[src/rtl/regfile_master_if.sv]
// Command/response bus between the CPU control and regfile_master.
// The master modport is the CPU side; the slave modport is regfile_master.
interface regfile_master_if #(
  parameter int N = 32,
  parameter int M = 2
);
  logic         cmd_valid;
  logic         cmd_ready;
  logic [1:0]   cmd_op;
  logic [M-1:0] cmd_rs1;
  logic [M-1:0] cmd_rs2;
  logic [M-1:0] cmd_rd;
  logic [N-1:0] cmd_wdata;
  logic [N-1:0] cmd_wmask;
  logic         resp_valid;
  logic         resp_ready;
  logic [N-1:0] resp_d1;
  logic [N-1:0] resp_d2;
  logic         resp_err;

  modport master (
    output cmd_valid, cmd_op, cmd_rs1, cmd_rs2, cmd_rd, cmd_wdata, cmd_wmask, resp_ready,
    input  cmd_ready, resp_valid, resp_d1, resp_d2, resp_err
  );

  modport slave (
    input  cmd_valid, cmd_op, cmd_rs1, cmd_rs2, cmd_rd, cmd_wdata, cmd_wmask, resp_ready,
    output cmd_ready, resp_valid, resp_d1, resp_d2, resp_err
  );
endinterface

[src/rtl/regfile_master.sv]
// regfile_master: sequences read / write / add commands onto a 4-entry
// masked-write register file and returns results on a response channel.
// Optional build macro: REGFILE_MASTER_READBACK_EN adds a readback check
// after every write (VWAIT state) and flags a mismatch on resp_err.
//
// state | meaning
// ------+---------------------------------------------------------------
// IDLE  | cmd_ready=1, waiting for a command
// ISSUE | read indices presented, register file samples them
// WAIT  | read data valid; capture it, form the ADD sum
// WRITE | the only cycle with a nonzero rf_mask
// VWAIT | (readback build) compare post-write value against written data
// RESP  | response held until resp_ready
module regfile_master #(
  parameter int N = 32,
  parameter int M = 2
) (
  input  logic            clk,
  input  logic            rst,
  regfile_master_if.slave bus,
  output logic [M-1:0]    rf_r1,
  output logic [M-1:0]    rf_r2,
  output logic [M-1:0]    rf_w1,
  output logic [N-1:0]    rf_mask,
  output logic [N-1:0]    rf_w,
  input  logic [N-1:0]    rf_v1,
  input  logic [N-1:0]    rf_v2
);

  localparam logic [1:0] OP_READ  = 2'b00;
  localparam logic [1:0] OP_WRITE = 2'b01;
  localparam logic [1:0] OP_ADD   = 2'b10;

`ifdef REGFILE_MASTER_READBACK_EN
  typedef enum logic [2:0] {IDLE, ISSUE, WAIT, WRITE, VWAIT, RESP} state_t;
`else
  typedef enum logic [2:0] {IDLE, ISSUE, WAIT, WRITE, RESP} state_t;
`endif

  state_t       state, state_nxt;
  logic         cmd_ready_q, cmd_ready_nxt;
  logic         resp_valid_q, resp_valid_nxt;
  logic [N-1:0] resp_d1_q, resp_d1_nxt;
  logic [N-1:0] resp_d2_q, resp_d2_nxt;
  logic         resp_err_q, resp_err_nxt;
  logic [M-1:0] rf_r1_nxt, rf_r2_nxt, rf_w1_nxt;
  logic [N-1:0] rf_mask_nxt, rf_w_nxt;
  logic [1:0]   op_q, op_nxt;
  logic [M-1:0] rd_q, rd_nxt;
  logic [N-1:0] mask_q, mask_nxt;

  assign bus.cmd_ready  = cmd_ready_q;
  assign bus.resp_valid = resp_valid_q;
  assign bus.resp_d1    = resp_d1_q;
  assign bus.resp_d2    = resp_d2_q;
  assign bus.resp_err   = resp_err_q;

  // Next-state and next-output logic; every output is the registered copy of these.
  always_comb begin
    state_nxt      = state;
    resp_valid_nxt = resp_valid_q;
    resp_d1_nxt    = resp_d1_q;
    resp_d2_nxt    = resp_d2_q;
    resp_err_nxt   = resp_err_q;
    rf_r1_nxt      = rf_r1;
    rf_r2_nxt      = rf_r2;
    rf_w1_nxt      = rf_w1;
    rf_w_nxt       = rf_w;
    rf_mask_nxt    = '0;
    op_nxt         = op_q;
    rd_nxt         = rd_q;
    mask_nxt       = mask_q;
    case (state)
      IDLE: begin
        if (bus.cmd_valid) begin
          op_nxt       = bus.cmd_op;
          rd_nxt       = bus.cmd_rd;
          mask_nxt     = bus.cmd_wmask;
          resp_d1_nxt  = '0;
          resp_d2_nxt  = '0;
          resp_err_nxt = 1'b0;
          case (bus.cmd_op)
            OP_READ, OP_ADD: begin
              rf_r1_nxt = bus.cmd_rs1;
              rf_r2_nxt = bus.cmd_rs2;
              state_nxt = ISSUE;
            end
            OP_WRITE: begin
              rf_w1_nxt   = bus.cmd_rd;
              rf_w_nxt    = bus.cmd_wdata;
              rf_mask_nxt = bus.cmd_wmask;
`ifdef REGFILE_MASTER_READBACK_EN
              rf_r1_nxt   = bus.cmd_rd;
`endif
              state_nxt   = WRITE;
            end
            default: begin
              resp_err_nxt   = 1'b1;
              resp_valid_nxt = 1'b1;
              state_nxt      = RESP;
            end
          endcase
        end
      end
      ISSUE: state_nxt = WAIT;
      WAIT: begin
        resp_d1_nxt = rf_v1;
        resp_d2_nxt = rf_v2;
        if (op_q == OP_ADD) begin
          rf_w1_nxt   = rd_q;
          rf_w_nxt    = rf_v1 + rf_v2;
          rf_mask_nxt = mask_q;
`ifdef REGFILE_MASTER_READBACK_EN
          rf_r1_nxt   = rd_q;
`endif
          state_nxt   = WRITE;
        end else begin
          resp_valid_nxt = 1'b1;
          state_nxt      = RESP;
        end
      end
      WRITE: begin
`ifdef REGFILE_MASTER_READBACK_EN
        state_nxt = VWAIT;
`else
        resp_valid_nxt = 1'b1;
        state_nxt      = RESP;
`endif
      end
`ifdef REGFILE_MASTER_READBACK_EN
      VWAIT: begin
        // rf_w still holds the written data; only masked bits must match.
        if (((rf_v1 ^ rf_w) & mask_q) != '0) resp_err_nxt = 1'b1;
        resp_valid_nxt = 1'b1;
        state_nxt      = RESP;
      end
`endif
      RESP: begin
        if (bus.resp_ready) begin
          resp_valid_nxt = 1'b0;
          state_nxt      = IDLE;
        end
      end
      default: state_nxt = IDLE;
    endcase
    cmd_ready_nxt = (state_nxt == IDLE);
  end

  // State register.
  always_ff @(posedge clk or posedge rst) begin
    if (rst) state <= IDLE;
    else     state <= state_nxt;
  end

  // Output and command registers; async reset clears rf_mask at once so an aborted write is dropped.
  always_ff @(posedge clk or posedge rst) begin
    if (rst) begin
      cmd_ready_q  <= 1'b1;
      resp_valid_q <= 1'b0;
      resp_d1_q    <= '0;
      resp_d2_q    <= '0;
      resp_err_q   <= 1'b0;
      rf_r1        <= '0;
      rf_r2        <= '0;
      rf_w1        <= '0;
      rf_mask      <= '0;
      rf_w         <= '0;
      op_q         <= '0;
      rd_q         <= '0;
      mask_q       <= '0;
    end else begin
      cmd_ready_q  <= cmd_ready_nxt;
      resp_valid_q <= resp_valid_nxt;
      resp_d1_q    <= resp_d1_nxt;
      resp_d2_q    <= resp_d2_nxt;
      resp_err_q   <= resp_err_nxt;
      rf_r1        <= rf_r1_nxt;
      rf_r2        <= rf_r2_nxt;
      rf_w1        <= rf_w1_nxt;
      rf_mask      <= rf_mask_nxt;
      rf_w         <= rf_w_nxt;
      op_q         <= op_nxt;
      rd_q         <= rd_nxt;
      mask_q       <= mask_nxt;
    end
  end

endmodule

[src/flat_wrapper.sv]
// flat-port wrapper written by rule: the top's interface ports become plain ports
module regfile_master_flat 
#(
  parameter int N = 32,
  parameter int M = 2
)
  (clk, rst, rf_r1, rf_r2, rf_w1, rf_mask, rf_w, rf_v1, rf_v2, bus_cmd_valid, bus_cmd_op, bus_cmd_rs1, bus_cmd_rs2, bus_cmd_rd, bus_cmd_wdata, bus_cmd_wmask, bus_resp_ready, bus_cmd_ready, bus_resp_valid, bus_resp_d1, bus_resp_d2, bus_resp_err);
  regfile_master_if #(.N(N), .M(M)) bus_i ();
  input  logic clk;
  input  logic rst;
  output logic [M-1:0] rf_r1;
  output logic [M-1:0] rf_r2;
  output logic [M-1:0] rf_w1;
  output logic [N-1:0] rf_mask;
  output logic [N-1:0] rf_w;
  input  logic [N-1:0] rf_v1;
  input  logic [N-1:0] rf_v2;
  input wire logic [$bits(bus_i.cmd_valid)-1:0] bus_cmd_valid;
  input wire logic [$bits(bus_i.cmd_op)-1:0] bus_cmd_op;
  input wire logic [$bits(bus_i.cmd_rs1)-1:0] bus_cmd_rs1;
  input wire logic [$bits(bus_i.cmd_rs2)-1:0] bus_cmd_rs2;
  input wire logic [$bits(bus_i.cmd_rd)-1:0] bus_cmd_rd;
  input wire logic [$bits(bus_i.cmd_wdata)-1:0] bus_cmd_wdata;
  input wire logic [$bits(bus_i.cmd_wmask)-1:0] bus_cmd_wmask;
  input wire logic [$bits(bus_i.resp_ready)-1:0] bus_resp_ready;
  output wire logic [$bits(bus_i.cmd_ready)-1:0] bus_cmd_ready;
  output wire logic [$bits(bus_i.resp_valid)-1:0] bus_resp_valid;
  output wire logic [$bits(bus_i.resp_d1)-1:0] bus_resp_d1;
  output wire logic [$bits(bus_i.resp_d2)-1:0] bus_resp_d2;
  output wire logic [$bits(bus_i.resp_err)-1:0] bus_resp_err;
  assign bus_i.cmd_valid = bus_cmd_valid;
  assign bus_i.cmd_op = bus_cmd_op;
  assign bus_i.cmd_rs1 = bus_cmd_rs1;
  assign bus_i.cmd_rs2 = bus_cmd_rs2;
  assign bus_i.cmd_rd = bus_cmd_rd;
  assign bus_i.cmd_wdata = bus_cmd_wdata;
  assign bus_i.cmd_wmask = bus_cmd_wmask;
  assign bus_i.resp_ready = bus_resp_ready;
  assign bus_cmd_ready = bus_i.cmd_ready;
  assign bus_resp_valid = bus_i.resp_valid;
  assign bus_resp_d1 = bus_i.resp_d1;
  assign bus_resp_d2 = bus_i.resp_d2;
  assign bus_resp_err = bus_i.resp_err;
  regfile_master #(.N(N), .M(M)) u_core (.clk(clk), .rst(rst), .bus(bus_i), .rf_r1(rf_r1), .rf_r2(rf_r2), .rf_w1(rf_w1), .rf_mask(rf_mask), .rf_w(rf_w), .rf_v1(rf_v1), .rf_v2(rf_v2));
endmodule
[config.mk]
export PLATFORM = sky130hd
export DESIGN_NAME = regfile_master_flat
export DESIGN_NICKNAME = d
export VERILOG_FILES = /design/src/rtl/regfile_master_if.sv /design/src/rtl/regfile_master.sv /design/src/flat_wrapper.sv
export SDC_FILE = /design/constraint.sdc
export NUM_CORES = 1
export LEC_CHECK = 0
export BUFFER_PORTS_ARGS = -buffer_cell sky130_fd_sc_hd__buf_2
export CAP_MARGIN = 25
export CORE_MARGIN = 2
export CORE_UTILIZATION = 51
export DETAILED_ROUTE_END_ITERATION = 6
export PLACE_DENSITY_LB_ADDON = 0.25
export SLEW_MARGIN = 30
export SYNTH_ARGS = -nofsm -noshare
export SYNTH_HDL_FRONTEND = slang
export SYNTH_SLANG_ARGS = --single-unit
[constraint.sdc]
create_clock -name clk -period 6.5 [get_ports clk]
set_input_delay 0.325 -clock clk [delete_from_list [all_inputs] [get_ports clk]]
set_output_delay 0.325 -clock clk [all_outputs]
set_load 0.05 [all_outputs]
# --- Word-level counts from Yosys, hierarchy flattened ---
# Cells that the tools add are included.
op_classes:
  eq_ne: 13
  n_mux: 26
  addsub: 1
  reduce_logical: 12
op_table:
  columns: ["cell", "count"]
  rows:
  - ["$pmux 32 s2", 4]
  - ["$mux 32", 7]
  - ["$add 32x32->32", 1]
  - ["$pmux 3 s5", 1]
  - ["$ne 2x2->1 const B", 5]
  - ["$mux 3", 3]
  - ["$eq 3x2->1 const B", 2]
  - ["$logic_not 3->1", 2]
  - ["$mux 2", 3]
  - ["$pmux 3 s2", 1]
  - ["$mux 1", 5]
  - ["$reduce_and 5->1", 1]
  - ["$eq 2x2->1 const B", 2]
  - ["$pmux 1 s4", 1]
  - ["$pmux 2 s2", 1]
  - ["$reduce_and 2->1", 2]
  - ["$reduce_and 4->1", 1]
  - ["$reduce_bool 4->1", 1]
  - ["$eq 3x1->1 const B", 1]
  - ["$eq 3x3->1 const B", 1]
  - ["$reduce_and 3->1", 1]
  - ["$reduce_or 3->1", 1]
  - ["$eq 2x1->1 const B", 1]
  - ["$logic_not 2->1", 1]
  - ["3 further kinds", 3]
word_totals:
  word_cells: 66
  out_inout_bits: 137
  inputBits: 140
  register_bits: 176

# --- Longest topological paths before layout ---
logic_depth:
  word_depth: 6
  depth_mapped: 9
  depth_no_buf: 9

# --- Worst setup path before layout ---
# Ideal clock, no wire load.
synth_path:
  path_type: "input port to flip-flop"
  startpoint: "input rf_v1[0]"
  endpoint: "register u_core.rf_w[28]"
  arrival_ns: 2.267
  stages: 9
  setup_time_ns: 0.120
  t_required_ns: 6.380
  slack_ns: 4.113
  n_path_buf: 0
  cell_sequence: "ha_1 -> fa_1 -> a21oi_1 -> o221ai_2 -> a211o_1 -> nand3_1 -> nor3_1 -> or3_1 -> a31o_2"
synth_via:
  elab_chain_cells: 3
synth_lines:
  columns: ["item", "line_no", "source"]
  rows:
  - ["start: declaration", "flat_wrapper.sv:16", "input logic [N-1:0] rf_v1;"]
  - ["$add 32x32->32", "regfile_master.sv:111", "rf_w_nxt = rf_v1 + rf_v2;"]
  - ["$mux 32", "regfile_master.sv:109", "if (op_q == OP_ADD) begin"]
  - ["$pmux 32 s2", "regfile_master.sv:73", "case (state)"]
  - ["end signal: assignment", "regfile_master.sv:181", "rf_w <= rf_w_nxt;"]
  - ["end: declaration", "regfile_master.sv:25", "output logic [N-1:0] rf_w,"]
# No other way between the ends. The select of a mux whose other input is x is not followed.
# A chain may end at the register's enable or synchronous reset.

# --- Worst setup path in the final report ---
layout_path:
  startpoint: "register u_core.state[2]"
  endpoint: "register u_core.rf_w[31]"
layout_via:
  elab_chain_cells: 3
  word_cells_on_any_way: 8
  classes_between: "4 x eq/ne; 1 x mux; 3 x reduce/logical"
layout_lines:
  columns: ["item", "line_no", "source"]
  rows:
  - ["start: declaration", "regfile_master.sv:40", "state_t state, state_nxt;"]
  - ["start signal: assignment", "regfile_master.sv:152", "else state <= state_nxt;"]
  - ["$eq 3x2->1 / $logic_not 3->1 (equally long branches)", "regfile_master.sv:73", null]
  - ["$ne 2x1->1 (no source line), or another cell as far along", null, null]
  - ["$reduce_and 4->1 (no source line)", null, null]
# Parallel ways exist; a longest one is shown, timed or not.

==> impl_metrics.yaml <==
detailed_routing:
  dr.first_iter.drc_count: 505
  routed_wl_um: 23380
  num_vias: 7430
  drc: 0
  ant_nets: 0
  vias_per_cell: 5.591
  dr.pass1.iters: 5
  routedWlPerCell_um: 17.59
clocking:
  cts_sinks: 176
  cts_resized: 0
  cts_setup_buffers: 0
  clock_latency_ns: 0.44
  cts_tree: "done"
  htreeDepth: 4
  ctsRootBufferMaster: "clkbuf_16"
  cts_buffer_depth: 2
  ctsHoldBuffers: 0
  cts_made_buffers: 17
  path_clk_slew_ns: 0.07
timing:
  slew_headroom: 0.4039
  period_share: 0.5336
  fin_crit_ns: 3.469
  timing.fmax_ghz: 0.2883
  finalSetupTns_ns: 0
  tightest_slew_ns: 0.8917
  grt_setup_unrepaired: "no"
  slew_violations: 0
  finalHoldViolations: 0
  setup_viol: 0
  fin_skew_ns: 0.008289
floorplan:
  core_um2: 16410
  die_y_um: 132.7
  floorplan.initialDensity: 0.5147
  die_x_um: 132.7
  ioPinCount: 277
  rows: 47
  die_area_um2: 17600
logic_synthesis:
  ys_types: 64
  synth-edff-count: 0
  synthFlopType: "dfrtp_1"
  avgSynthCellArea_um2: 10.04
  syn_area_um2: 8444
  syn-instance-count: 841
  yosysSeqAreaShare: 0.5217
  synth_area_leaders: "dfrtp_1 (52%), a22o_1 (10%), nand2_1 (9.0%)"
  synth_common_cells: "nand2_1 (203), dfrtp_1 (175), a22o_1 (96), a21oi_1 (46), o21ai_0 (42)"
  async_flop_share: 1.000
  synth.most_common_cell: "nand2_1"
  synth_warnings: 0
  synth_seq_cells: 176
  synth_top_area_cell: "dfrtp_1"
  synthesis.nets: 1013
  yosysTopAreaCellShare: 0.5186
global_route:
  overflow: 0
  grt_pass1_wl_um: 37380
  grt_start_max_net_pins: 93
  track_usage: 0.2668
  antenna_found_initial: 1
  grt_pass1_vias: 7301
outcome:
  status: "completed"
worst_setup_path:
  cp-end-kind: "flip-flop"
  path_class: "reg -> reg"
  startpoint_type: "flip-flop"
  critPathArrivalTime_ns: 3.79
  crit_required_ns: 6.82
  cp_max_fo: 68
placed_design:
  port_buffers: 276
  gp_congestion: 0.9152
  place_area_um2: 10010
  dp_hpwl_um: 16630
finish:
  antenna_cells: 0
  area_delta_synth_final_pct: 25.68
  utilization: 0.6468
  drive_above_1_share: 0.3093
  fill_cells: 1388
  nNetsFinal: 1268
  post-route-cell-area_um2: 10610
power:
  p_comb_frac: 0.459
  p_sw_uw: 2353
  powerDensity_nw_per_um2: 474.3
  p_int_uw: 2681
  peakVddDrop_uv: 299.6
  clkPwrFrac: 0.207
  power_frac_seq: 0.334
  p_sw_frac: 0.4675
  p_leak_uw: 0.005599
hold_path:
  hp-class: "in -> async"
flow_run:
  maxCapViolations: 0
## final cells by class
cell class | instances | area, µm² | area share
clock inverters | 11 | 118.9 | 0.01120
inverters | 10 | 42.54 | 0.004008
clock buffers | 21 | 480.5 | 0.04527
multi-input cells | 607 | 3837 | 0.3616
repair buffers | 284 | 1453 | 0.1369
well taps | 220 | 275.3 | 0.02594
flip-flops and latches | 176 | 4405 | 0.4151
## critical path, stage by stage (launching register included)
cell and delay [ns]:
dfrtp_1 0.43, nor2_1 0.39, and2_2 0.22, buf_4 0.55
nand3_1 0.81, a2111oi_0 0.62, o211ai_1 0.17, o311a_1 0.15
## metrics by stage
| step | total power (µW) | worst slack [ns] | hold WS (ns) | instances |
|---|---|---|---|---|
| 6_report | 5034 | 3.031 | 0.05704 | 1329 |
| 3_5_place_dp | 4013 | 2.988 | 0.4625 | 1297 |
| 3_3_place_gp | 3962 | 3.121 | 0.4571 | 1296 |
| 5_1_grt | 5298 | 2.725 | 0.08917 | 1329 |
| 2_1_floorplan | 3421 | 1.403 | 0.4304 | 841 |
| 4_1_cts | 5065 | 2.956 | 0.07958 | 1329 |
## worst paths after layout
kind,endpoint,cells past startpoint,start,slack (ns)
min in group clk,u_core.mask_q[7],3,bus_cmd_wmask[7],0.09
worst max register to register,u_core.rf_w[31],7,u_core.state[2],3.03
worst min register to register,u_core.rf_w1[1],2,u_core.rf_w1[1],0.47
worst min-delay path,u_core.bus.resp_d2[0],2,rst,0.06
worst max-delay path,u_core.rf_w[31],7,u_core.state[2],3.03
max in group asynchronous,u_core.bus.resp_d2[25],3,rst,5.22
## power by group through the flow
| stage | Combinational [µW] | Clock [µW] | Sequential, µW |
|---|---|---|---|
| 2_1_floorplan | 850 | 0 | 2570 |
| 6_report | 2310 | 1040 | 1680 |
| 3_3_place_gp | 2280 | 0 | 1680 |
| 4_1_cts | 2330 | 1060 | 1680 |
| 5_1_grt | 2480 | 1100 | 1720 |
| 3_5_place_dp | 2320 | 0 | 1690 |
## registers in the layout (all words and copies together) (netlist names), 2 cells and up
name and cells:
u_core.bus.resp_d1 32, u_core.bus.resp_d2 32, u_core.mask_q 32, u_core.rf_mask 32
u_core.rf_w 32, u_core.state 3, u_core.op_q 2, u_core.rd_q 2
u_core.rf_r1 2, u_core.rf_r2 2, u_core.rf_w1 2
## metal layers
metal,vias to the layer above,routed length (µm),track usage
met5,-,13,0
met4,2,622,0.1057
met3,45,1690,0.07165
met2,295,10890,0.4321
met1,3552,10160,0.3434
li1,3536,-,-
## logic make-up after synthesis
group | Yosys count | synth area share
AO/OA/AOI/OAI | 251 | 0.2203
XOR/XNOR | 22 | 0.02282
adder cells (fa/ha/maj) | 32 | 0.04830
buffers and inverters | 58 | 0.02741
flip-flops | 176 | 0.5217
multiplexers | 12 | 0.01482
AND/OR/NAND/NOR | 290 | 0.1446
## cell usage in the layout (no fill, tap or decap), types with 5 or more instances in the layout
cell type    n
a211oi_1     5
a21oi_1     46
a22o_1      96
buf_2      276
buf_4        6
clkbuf_16   17
dfrtp_1    175
ha_1        31
inv_1        9
inv_6        5
mux2i_1      8
nand2_1    201
nand3_1     12
nor2_1      33
nor3_1      13
o21a_1       7
o21ai_0     42
o221ai_1    13
xnor2_1     10
xor2_1      12
Power figures use the tool's default switching activity.
